===== config.mk =====
export PLATFORM = sky130hd
export DESIGN_NAME = demux2_stream
export DESIGN_NICKNAME = d
export VERILOG_FILES = /design/src/rtl/demux2_stream.sv
export SDC_FILE = /design/constraint.sdc
export NUM_CORES = 1
export LEC_CHECK = 0
export ABC_AREA = 1
export CAP_MARGIN = 0
export CORE_MARGIN = 1.5
export CORE_UTILIZATION = 45
export CTS_BUF_LIST = sky130_fd_sc_hd__clkbuf_8 sky130_fd_sc_hd__clkbuf_16
export CTS_CLUSTER_DIAMETER = 200
export CTS_CLUSTER_SIZE = 20
export DETAILED_ROUTE_END_ITERATION = 12
export PLACE_DENSITY = 0.82
export SETUP_SLACK_MARGIN = 0.3
export SLEW_MARGIN = 25
export SYNTH_ARGS = -nofsm -noshare
export SYNTH_HDL_FRONTEND = slang
export SYNTH_SLANG_ARGS = --single-unit

===== constraint.sdc =====
create_clock -name i_clk -period 1.3 [get_ports i_clk]
set_input_delay 0.26 -clock i_clk [delete_from_list [all_inputs] [get_ports i_clk]]
set_output_delay 0.26 -clock i_clk [all_outputs]
set_load 0.05 [all_outputs]

===== src/rtl/demux2_stream.sv =====
// demux2_stream: registered 1-to-2 stream demultiplexer.
// Each accepted source word is steered by i_sel into the output register of
// sink 0 or sink 1. Each sink stage drains independently under its own ready,
// and a per-sink counter tallies the words delivered into that stage.
//
// Handshake: a transfer happens on a rising edge where valid and ready are both
// high. A producer holds its data and valid stable while valid is high and
// ready is low. The ready output never depends on the matching valid input.
// On the source side, o_ready depends only on i_sel, the selected stage's
// occupancy and that sink's ready, so a full stage that drains this cycle can
// accept a refill in the same cycle.
module demux2_stream #(
  parameter int P_WIDTH     = 32,
  parameter int P_CNT_WIDTH = 8
) (
  input  logic                   i_clk,
  input  logic                   i_rst_n,
  input  logic [P_WIDTH-1:0]     i_data,
  input  logic                   i_valid,
  input  logic                   i_sel,
  output logic                   o_ready,
  output logic [P_WIDTH-1:0]     o_d0,
  output logic                   o_valid0,
  input  logic                   i_ready0,
  output logic [P_WIDTH-1:0]     o_d1,
  output logic                   o_valid1,
  input  logic                   i_ready1,
  input  logic                   i_clr,
  output logic [P_CNT_WIDTH-1:0] o_cnt0,
  output logic [P_CNT_WIDTH-1:0] o_cnt1
);

  logic accept;
  logic acc0;
  logic acc1;

  // The selected stage can take a word when it is empty or is being drained now
  assign o_ready = i_sel ? (~o_valid1 | i_ready1) : (~o_valid0 | i_ready0);
  assign accept  = i_valid & o_ready;
  assign acc0    = accept & ~i_sel;
  assign acc1    = accept &  i_sel;

  // Sink 0 stage: refill on accept, otherwise drop valid once drained; data holds
  always_ff @(posedge i_clk or negedge i_rst_n) begin
    if (!i_rst_n) begin
      o_valid0 <= 1'b0;
      o_d0     <= '0;
    end else if (acc0) begin
      o_valid0 <= 1'b1;
      o_d0     <= i_data;
    end else if (o_valid0 && i_ready0) begin
      o_valid0 <= 1'b0;
    end
  end

  // Sink 1 stage: refill on accept, otherwise drop valid once drained; data holds
  always_ff @(posedge i_clk or negedge i_rst_n) begin
    if (!i_rst_n) begin
      o_valid1 <= 1'b0;
      o_d1     <= '0;
    end else if (acc1) begin
      o_valid1 <= 1'b1;
      o_d1     <= i_data;
    end else if (o_valid1 && i_ready1) begin
      o_valid1 <= 1'b0;
    end
  end

  // Accept counters: clear wins over increment, natural wrap at full scale
  always_ff @(posedge i_clk or negedge i_rst_n) begin
    if (!i_rst_n) begin
      o_cnt0 <= '0;
      o_cnt1 <= '0;
    end else if (i_clr) begin
      o_cnt0 <= '0;
      o_cnt1 <= '0;
    end else begin
      if (acc0) o_cnt0 <= o_cnt0 + 1'b1;
      if (acc1) o_cnt1 <= o_cnt1 + 1'b1;
    end
  end

endmodule


==> metrics.csv, run 1 <==
stage;metric;value;unit
die;rows;32;
die;pin_count;122;
logic_synthesis;ys_warn_count;0;
logic_synthesis;syn_inst;369;
outcome;haltStage;global routing (5_1_grt);
outcome;status;stopped before the end;
clocking;clock-root-buffer;clkbuf_8;
place;dpl_worst_slack;-0.322;ns
logic_synthesis;ys_seq_area_share;57.6;%
place;place_area;0.00592;sq mm
place;hpwl;7.16;mm
logic_synthesis;yosys.area.top_type_share;57.6;%
clocking;clockBufferDepth;2;
logic_synthesis;synth_cell_types;25;
die;initial_core_util;46.3;%
logic_synthesis;synth_area_leaders;dfrtp_1, o21ai_2, nand2_1;
clocking;clock-sinks;82;
logic_synthesis;yosysTopAreaCell;dfrtp_1;
clocking;cts_max_level;3;
logic_synthesis;synth-seq-cells;82;
logic_synthesis;synth_fp_nets;410;
die;fp.dieW;92.0;um
logic_synthesis;syn-cell-area;0.00356;sq mm
place;gp_congestion;0.869;
clocking;cts_buffers;9;
place;port_buffers;121;
logic_synthesis;syn_area_per_cell;9.65;sq um
die;die_h;92.0;um
outcome;error_message;[ERROR DPL-0038] Utilization greater than 100%, impossible to legalize;
global_routing;grt_max_degree;35;
[cell usage after synthesis, drive strengths merged]
master,count
o21a,1
nor2,18
a21oi,5
inv,50
o21bai,1
clkbuf,6
a31oi,1
o21ai,74
xnor2,1
ha,2
nand4,4
nand3,14
dfrtp,82
nor3,1
buf,10
nand2,99
[through the flow]
stage	setup TNS (ns)	instances
4_1_cts	-10.87	679
3_3_place_gp	-15.46	590
2_1_floorplan	-0.212	369
3_5_place_dp	-18.95	590
[kinds of logic after synthesis]
group           synth area share, %
simple gates                   18.0
compound gates                 14.9
flops                          57.6
buf+inv                        8.61
fa+ha+maj                     0.703
xor+xnor                      0.246
[timing repair]
action | in CTS
endpoints found under the hold margin | 26
resized for setup | 110
pin swaps | 13
hold buffers | 1
setup buffers | 59
setup endpoints to repair | 164
gates cloned | 14
==> run 2: changes to the inputs <==
==> config.mk (replaced) <==
export PLATFORM = sky130hd
export DESIGN_NAME = demux2_stream
export DESIGN_NICKNAME = d
export VERILOG_FILES = /design/src/rtl/demux2_stream.sv
export SDC_FILE = /design/constraint.sdc
export NUM_CORES = 1
export LEC_CHECK = 0
export ABC_AREA = 1
export CAP_MARGIN = 0
export CORE_MARGIN = 1.5
export CORE_UTILIZATION = 35
export DETAILED_ROUTE_END_ITERATION = 12
export PLACE_DENSITY_LB_ADDON = 0.15
export SLEW_MARGIN = 25
export SYNTH_ARGS = -nofsm -noshare
export SYNTH_HDL_FRONTEND = slang
export SYNTH_SLANG_ARGS = --single-unit
==> run 2 against run 1 <==
Net effect: the flow now finishes, with violations (setup timing); synthesized cell count unchanged; synthesized area unchanged.
==> metrics.csv, run 2 <==
stage;metric;value;unit;change
die;fp.dieW;104;um;was 92.0 um
worst_setup_path;crit_buf_inv;3;;
global_routing;grt_usage;16.5;%;
hold_path;hold_path.class;primary input to async pin;;
sta;max-slew-margin-rel;75.9;%;
global_routing;overflow;0;;
logic_synthesis;ys.flop_type;dfrtp_1;;unchanged
final_layout;largestRegisters;o_d0 x32, o_d1 x32;;
run;max_cap_violations;0;;
sta;period_share;111;%;
detailed_routing;dr.pass1.iters;4;;
pwr;p_sw;3340;uW;
clocking;clk_transition_reported_paths;0.09;ns;
detailed_routing;vias_per_cell;4.56;;
sta;rsz0062_at_grt;yes;;
place;gp_congestion;0.834;;was 0.869
sta;setup_viol;3;;
logic_synthesis;async_flop_share;100;%;unchanged
worst_setup_path;worst_setup_path_end_kind;output port;;
worst_setup_path;cp.required;1.04;ns;
detailed_routing;vias;2944;;
worst_setup_path;startpoint;i_sel;;
worst_setup_path;path_cells;clkdlybuf4s50_1 -> buf_4 -> nand2_4 -> o21ai_4 -> buf_12;;
clocking;clockBufferDepth;2;;unchanged
logic_synthesis;syn-cell-area;0.00356;sq mm;unchanged
worst_setup_path;arrival;1.19;ns;
pwr;p_sw_share;35.0;%;
outcome;status;finished with violations;;was stopped before the end
logic_synthesis;yosys.area.top_type_share;57.6;%;unchanged
worst_setup_path;critical-path-top-delay-family;buffers and inverters;;
global_routing;grt_pass1_wl;14.5;mm;
pwr;power_frac_comb;39.4;%;
logic_synthesis;ys_seq_area_share;57.6;%;unchanged
worst_setup_path;crit_slowest_cell;clkdlybuf4s50_1;;
final_layout;final_cell_mix;buf_12, dfrtp_1, nand2_1;;
clocking;clock-sinks;82;;unchanged
worst_setup_path;r2r-start;o_valid1$_DFFE_PN0P_;;
place;port_buffers;121;;unchanged
sta;finClkSkew;0.00901;ns;
logic_synthesis;synth_edf_count;0;;unchanged
pwr;p_leak;0.00291;uW;
logic_synthesis;yosysTopAreaCell;dfrtp_1;;unchanged
sta;hold_violations;0;;
logic_synthesis;syn_area_per_cell;9.65;sq um;unchanged
worst_setup_path;cpPeakStageDelay;0.48;ns;
final_layout;layout_commonest_cell;buf_12;;
die;die_area;0.0108;sq mm;
logic_synthesis;synth_most_common_cell;dfrtp_1;;unchanged
logic_synthesis;synth_cell_types;25;;unchanged
final_layout;final_cells;645;;
final_layout;fin_util;63.4;%;
final_layout;syn_to_final_growth;74.7;%;
clocking;cts_buffers;9;;unchanged
die;rows;36;;was 32
logic_synthesis;syn_inst;369;;unchanged
place;dp.cells;624;;was 590
sta;worst_pin_slew;0.360;ns;
pwr;power.total;9550;uW;
logic_synthesis;synth_fp_nets;410;;unchanged
clocking;clock-root-buffer;clkbuf_8;;unchanged
clocking;insertion_delay;0.34;ns;
detailed_routing;drt-initial-drc-count;126;;
pwr;power_frac_clock;25.3;%;
clocking;cts_max_level;3;;unchanged
die;core_area;0.00982;sq mm;
sta;worst_slack;-0.148;ns;
detailed_routing;ant_nets;0;;
worst_setup_path;critPathMaxFanout;3;;
worst_setup_path;critPathKind;primary input to output port;;
global_routing;grt_pass1_vias;2925;;
final_layout;fin_nets;548;;
final_layout;layout-drive-gt1-share;39.5;%;
worst_setup_path;critical_path_cell_count;5;;
pwr;ir_drop;0.000879;V;
clocking;cts_tree;built;;
place;dpl_worst_slack;-0.360;ns;was -0.322 ns
logic_synthesis;synth_area_leaders;dfrtp_1, o21ai_2, nand2_1;;unchanged
pwr;power_density;1530;mW/mm^2;
pwr;power_frac_seq;35.3;%;
global_routing;antenna_found_initial;0;;
detailed_routing;route.detailed.drc;0;;
sta;clock.fmax;691;MHz;
sta;finalMaxSlewViolations;0;;
die;initial_core_util;36.3;%;was 46.3%
final_layout;num_antenna_cells;0;;
detailed_routing;drt-total-wl;8.51;mm;
place;hpwl;6.37;mm;was 7.16 mm
pwr;internal_power;6210;uW;
sta;whs;0.355;ns;
global_routing;grt_max_degree;39;;
die;die_h;104;um;was 92.0 um
detailed_routing;wl_per_cell;13.2;um;
worst_setup_path;start_kind;primary input;;
logic_synthesis;synth-seq-cells;82;;unchanged
logic_synthesis;ys_warn_count;0;;unchanged
logic_synthesis;yosys-top-cells-count;dfrtp_1, nand2_1, inv_1;;unchanged
sta;finalCriticalPeriod;1.45;ns;
worst_setup_path;rr_worst_depth;6;;
die;pin_count;122;;unchanged
outcome;violations;setup timing;;
run 2: power groups by stage:
stage                     registers (uW)  clock network, uW  logic [uW]
after floorplan                     4490                  0         571
after global placement              3410                  0        3720
after detailed placement            3430                  0        3760
after CTS                           3380               2480        3780
after global routing                3430               2580        3940
final                               3370               2410        3760
run 2: per-stage QoR:
step	cell area [sq um]	TNS, ns
after floorplan	3580	-0.0518
after global placement	5870	-19.04
after detailed placement	5870	-19.81
after CTS	6170	-0.197
after global routing	6220	-0.492
final	6220	-0.335
run 2: cell families after synthesis:
kind of cell	after synthesis	share of synthesized area, %
and+or+nand+nor	136	18.0
AOI/OAI and AO/OA	82	14.9
DFF	82	57.6
buffers and inverters	66	8.61
adders and majority gates	2	0.703
xor gates and xnor gates	1	0.246
run 2: worst paths after layout:
kind | to | slack (ns)
max | o_ready | -0.15
min | o_cnt0[2]$_DFFE_PN0P_ | 0.36
max reg2reg | o_cnt1[7]$_DFFE_PN0P_ | 0.06
min reg2reg | o_d0[27]$_DFFE_PN0P_ | 0.55
max in group asynchronous | o_cnt0[3]$_DFFE_PN0P_ | 0.45
min in group i_clk | o_d0[20]$_DFFE_PN0P_ | 0.48
run 2: per-layer routing:
layer	GRT usage, %	part of all wire, %	wire length [um]
met1	20.3	40	3440
met2	26.7	50	4210
met3	6.14	8.3	704
met4	5.95	1.7	148
met5	0	0	0
run 2: final cells by class:
cell class / instances / area [sq um]
well taps: 133 / 166
flip-flops and latches: 82 / 2060
multi-input cells: 221 / 1240
repair buffers: 143 / 2300
fillers: 807 / 3600
clock inverters: 6 / 136
inverters: 50 / 189
clock buffers: 10 / 128
run 2: what timing repair did:
action | in CTS | in global routing
resized for setup | 4 | 8
hold buffers | 1 | 0
hold endpoints to repair | 18 | 0
gates cloned | 0 | 0
endpoints found under the setup margin | 10 | 11
pin swaps | 0 | 1
buffers inserted | 1 | 3
No activity file was read; power rests on OpenSTA's default activity.
==> run 3: changes to the inputs <==
--- a/config.mk
+++ b/config.mk
@@ -5,7 +5,6 @@
 export SDC_FILE = /design/constraint.sdc
 export NUM_CORES = 1
 export LEC_CHECK = 0
-export ABC_AREA = 1
 export CAP_MARGIN = 0
 export CORE_MARGIN = 1.5
 export CORE_UTILIZATION = 35
==> run 3 against run 2 <==
Net effect: the flow still finishes with violations (setup timing); fmax down 7.1%; cell count down 21%; clock skew up 0.0022 ns; sequential share of layout area down 2.4 points; critical path type is now flop to output port; global-route usage up 1.9 points; clock power down 22%; routed wire length up 9.2%; combinational power up 11%; synthesized area down 6.9%; worst hold slack worse by 0.0010 ns; first-iteration DRC count down 71%.
==> metrics.csv, run 3 <==
stage;metric;value;unit;change
place;gp_congestion;0.800;;was 0.834
clocking;clockBufferDepth;2;;unchanged
detailed_routing;vias_per_cell;4.84;;was 4.56
place;dpl_worst_slack;-0.505;ns;was -0.360 ns
detailed_routing;dr.pass1.iters;4;;unchanged
logic_synthesis;syn_inst;224;;was 369
worst_setup_path;cp.required;1.04;ns;about the same
worst_setup_path;critPathMaxFanout;2;;was 3
sta;hold_violations;0;;unchanged
global_routing;grt_max_degree;36;;was 39
pwr;p_leak;0.00300;uW;was 0.00291 uW
logic_synthesis;yosys-top-cells-count;dfrtp_1, mux2_2, nor2_1;;was dfrtp_1, nand2_1, inv_1
final_layout;largestRegisters;o_d0 x32, o_d1 x32;;unchanged
global_routing;grt_pass1_wl;14.2;mm;was 14.5 mm
worst_setup_path;cpPeakStageDelay;0.40;ns;was 0.48 ns
hold_path;hold_path.class;primary input to async pin;;unchanged
detailed_routing;ant_nets;0;;unchanged
die;fp.dieW;100;um;was 104 um
sta;finalMaxSlewViolations;0;;unchanged
logic_synthesis;synth_edf_count;0;;unchanged
die;core_area;0.00920;sq mm;was 0.00982 sq mm
clocking;cts_max_level;3;;unchanged
logic_synthesis;syn-cell-area;0.00331;sq mm;was 0.00356 sq mm
sta;finalCriticalPeriod;1.56;ns;was 1.45 ns
clocking;clock-root-buffer;clkbuf_8;;unchanged
final_layout;layout_commonest_cell;buf_12;;unchanged
logic_synthesis;synth_most_common_cell;dfrtp_1;;unchanged
clocking;clk_transition_reported_paths;0.08;ns;was 0.09 ns
detailed_routing;vias;2473;;was 2944
logic_synthesis;yosys.area.top_type_share;61.9;%;was 57.6%
sta;setup_viol;80;;was 3
detailed_routing;drt-total-wl;9.29;mm;was 8.51 mm
global_routing;antenna_found_initial;0;;unchanged
global_routing;grt_usage;18.4;%;was 16.5%
clocking;clock-sinks;82;;unchanged
die;die_h;100;um;was 104 um
outcome;violations;setup timing;;unchanged
detailed_routing;drt-initial-drc-count;37;;was 126
sta;max-slew-margin-rel;69.1;%;was 75.9%
logic_synthesis;synth_fp_nets;265;;was 410
logic_synthesis;async_flop_share;100;%;unchanged
die;die_area;0.0101;sq mm;was 0.0108 sq mm
sta;clock.fmax;642;MHz;was 691 MHz
clocking;cts_buffers;9;;unchanged
final_layout;layout-drive-gt1-share;63.0;%;was 39.5%
logic_synthesis;ys_seq_area_share;61.9;%;was 57.6%
clocking;insertion_delay;0.35;ns;was 0.34 ns
worst_setup_path;start_kind;flop;;was primary input
sta;worst_slack;-0.258;ns;was -0.148 ns
detailed_routing;wl_per_cell;18.2;um;was 13.2 um
sta;period_share;120;%;was 111%
logic_synthesis;syn_area_per_cell;14.8;sq um;was 9.65 sq um
logic_synthesis;synth_cell_types;30;;was 25
clocking;cts_tree;built;;unchanged
place;place_area;0.00595;sq mm;was 0.00587 sq mm
final_layout;fin_nets;436;;was 548
pwr;ir_drop;0.000855;V;was 0.000879 V
place;hpwl;6.00;mm;was 6.37 mm
logic_synthesis;synth-seq-cells;82;;unchanged
sta;rsz0062_at_grt;yes;;unchanged
pwr;power_density;1400;mW/mm^2;was 1530 mW/mm^2
sta;worst_pin_slew;0.464;ns;was 0.360 ns
worst_setup_path;worst_setup_path_end_kind;output port;;unchanged
outcome;status;finished with violations;;unchanged
worst_setup_path;crit_slowest_cell;dfrtp_2;;was clkdlybuf4s50_1
die;initial_core_util;36.0;%;was 36.3%
global_routing;overflow;0;;unchanged
logic_synthesis;yosysTopAreaCell;dfrtp_1;;unchanged
logic_synthesis;ys_warn_count;0;;unchanged
worst_setup_path;arrival;1.30;ns;was 1.19 ns
worst_setup_path;path_cells;nor2b_4 -> buf_6 -> a21oi_4 -> buf_12;;was clkdlybuf4s50_1 -> buf_4 -> nand2_4 -> o21ai_4 -> buf_12
final_layout;num_antenna_cells;0;;unchanged
final_layout;stdcell_area;0.00673;sq mm;was 0.00622 sq mm
logic_synthesis;ys.flop_type;dfrtp_1;;unchanged
final_layout;syn_to_final_growth;103;%;was 74.7%
final_layout;final_cell_mix;buf_12, dfrtp_1, mux2_4;;was buf_12, dfrtp_1, nand2_1
logic_synthesis;synth_area_leaders;dfrtp_1, mux2_2, xnor2_1;;was dfrtp_1, o21ai_2, nand2_1
worst_setup_path;critPathKind;flop to output port;;was primary input to output port
place;port_buffers;121;;unchanged
sta;setup_tns;-11.54;ns;was -0.335 ns
detailed_routing;route.detailed.drc;0;;unchanged
die;pin_count;122;;unchanged
sta;finClkSkew;0.0112;ns;was 0.00901 ns
run;max_cap_violations;0;;unchanged
global_routing;grt_pass1_vias;2581;;was 2925
die;rows;35;;was 36
==> run 3: changes by cell type in the layout (fill, tap and decap cells not counted), sizes merged, moves of 9 or more <==
cell | before | now
nand2 | 99 | 7
o21ai | 74 | 1
mux2 | 0 | 64
inv | 50 | 1
buf | 105 | 128
xnor2 | 1 | 12
nand3 | 14 | 5
==> run 3: critical path: cells and delay by family (launching register included) <==
kind / cells / cell delay, ns
AOI/OAI and AO/OA: 1 / 0.14
buffers and inverters: 2 / 0.27
DFF: 1 / 0.40
and+or+nand+nor: 1 / 0.14
==> run 3: report_power, final <==
group | internal, uW | leakage [uW] | switching, uW
clock network | 893 | 0.0000966 | 978
logic | 2250 | 0.00192 | 1940
registers | 2930 | 0.000977 | 437
total | 6070 | 0.00300 | 3350
==> run 3: per-stage QoR <==
stage	hold slack (ns)	power (uW)	utilization, %	instances
floorplan	-0.0356	5130	-	224
global placement	0.186	7300	64.7	475
detailed placement	0.187	7350	64.7	475
CTS	0.359	9310	70.0	503
global route	0.371	9750	73.2	511
finish	0.354	9430	73.2	511
==> run 3: cells by family after synthesis <==
kind of cell	after synthesis	share of synthesized area, %
fa+ha+maj	2	0.755
mux	65	22.0
xor+xnor	14	3.70
simple gates	48	8.64
buf+inv	9	2.04
flops	82	61.9
compound gates	4	0.906
==> run 3: final cells by class <==
type	instances	area (sq um)
Timing Repair Buffer	169	2690
Fill cell	593	2460
Tap cell	111	139
Clock buffer	10	128
Clock inverter	6	65.1
Sequential cell	82	2070
Multi-Input combinational cell	133	1650
==> run 3: worst paths after layout <==
path                                   endpoint            startpoint  slack, ns  cells after the start
min                        o_d0[29]$_DFFE_PN0P_               i_rst_n       0.35                      2
max in group asynchronous   o_d1[1]$_DFFE_PN0P_               i_rst_n       0.45                      3
max                                     o_ready  o_valid1$_DFFE_PN0P_      -0.26                      4
min in group i_clk         o_d0[10]$_DFFE_PN0P_            i_data[10]       0.54                      2
max reg2reg                 o_d1[6]$_DFFE_PN0P_  o_valid1$_DFFE_PN0P_      -0.24                      6
min reg2reg                o_d0[29]$_DFFE_PN0P_  o_d0[29]$_DFFE_PN0P_       0.58                      1
==> run 3: what timing repair did <==
action                     4_1_cts  5_1_grt
pin swaps                       21        7
buffers inserted                10        6
cloned                           2        4
hold endpoints to repair        21        0
gates resized for setup         35       39
setup endpoints to repair       79       88
hold buffers                     1        0
==> run 3: layer usage <==
metal	GRT usage (%)	part of all wire, %
met3	4.81	5.0
met4	6.28	2.1
met2	29.4	49
met1	24.4	44
met5	0	0
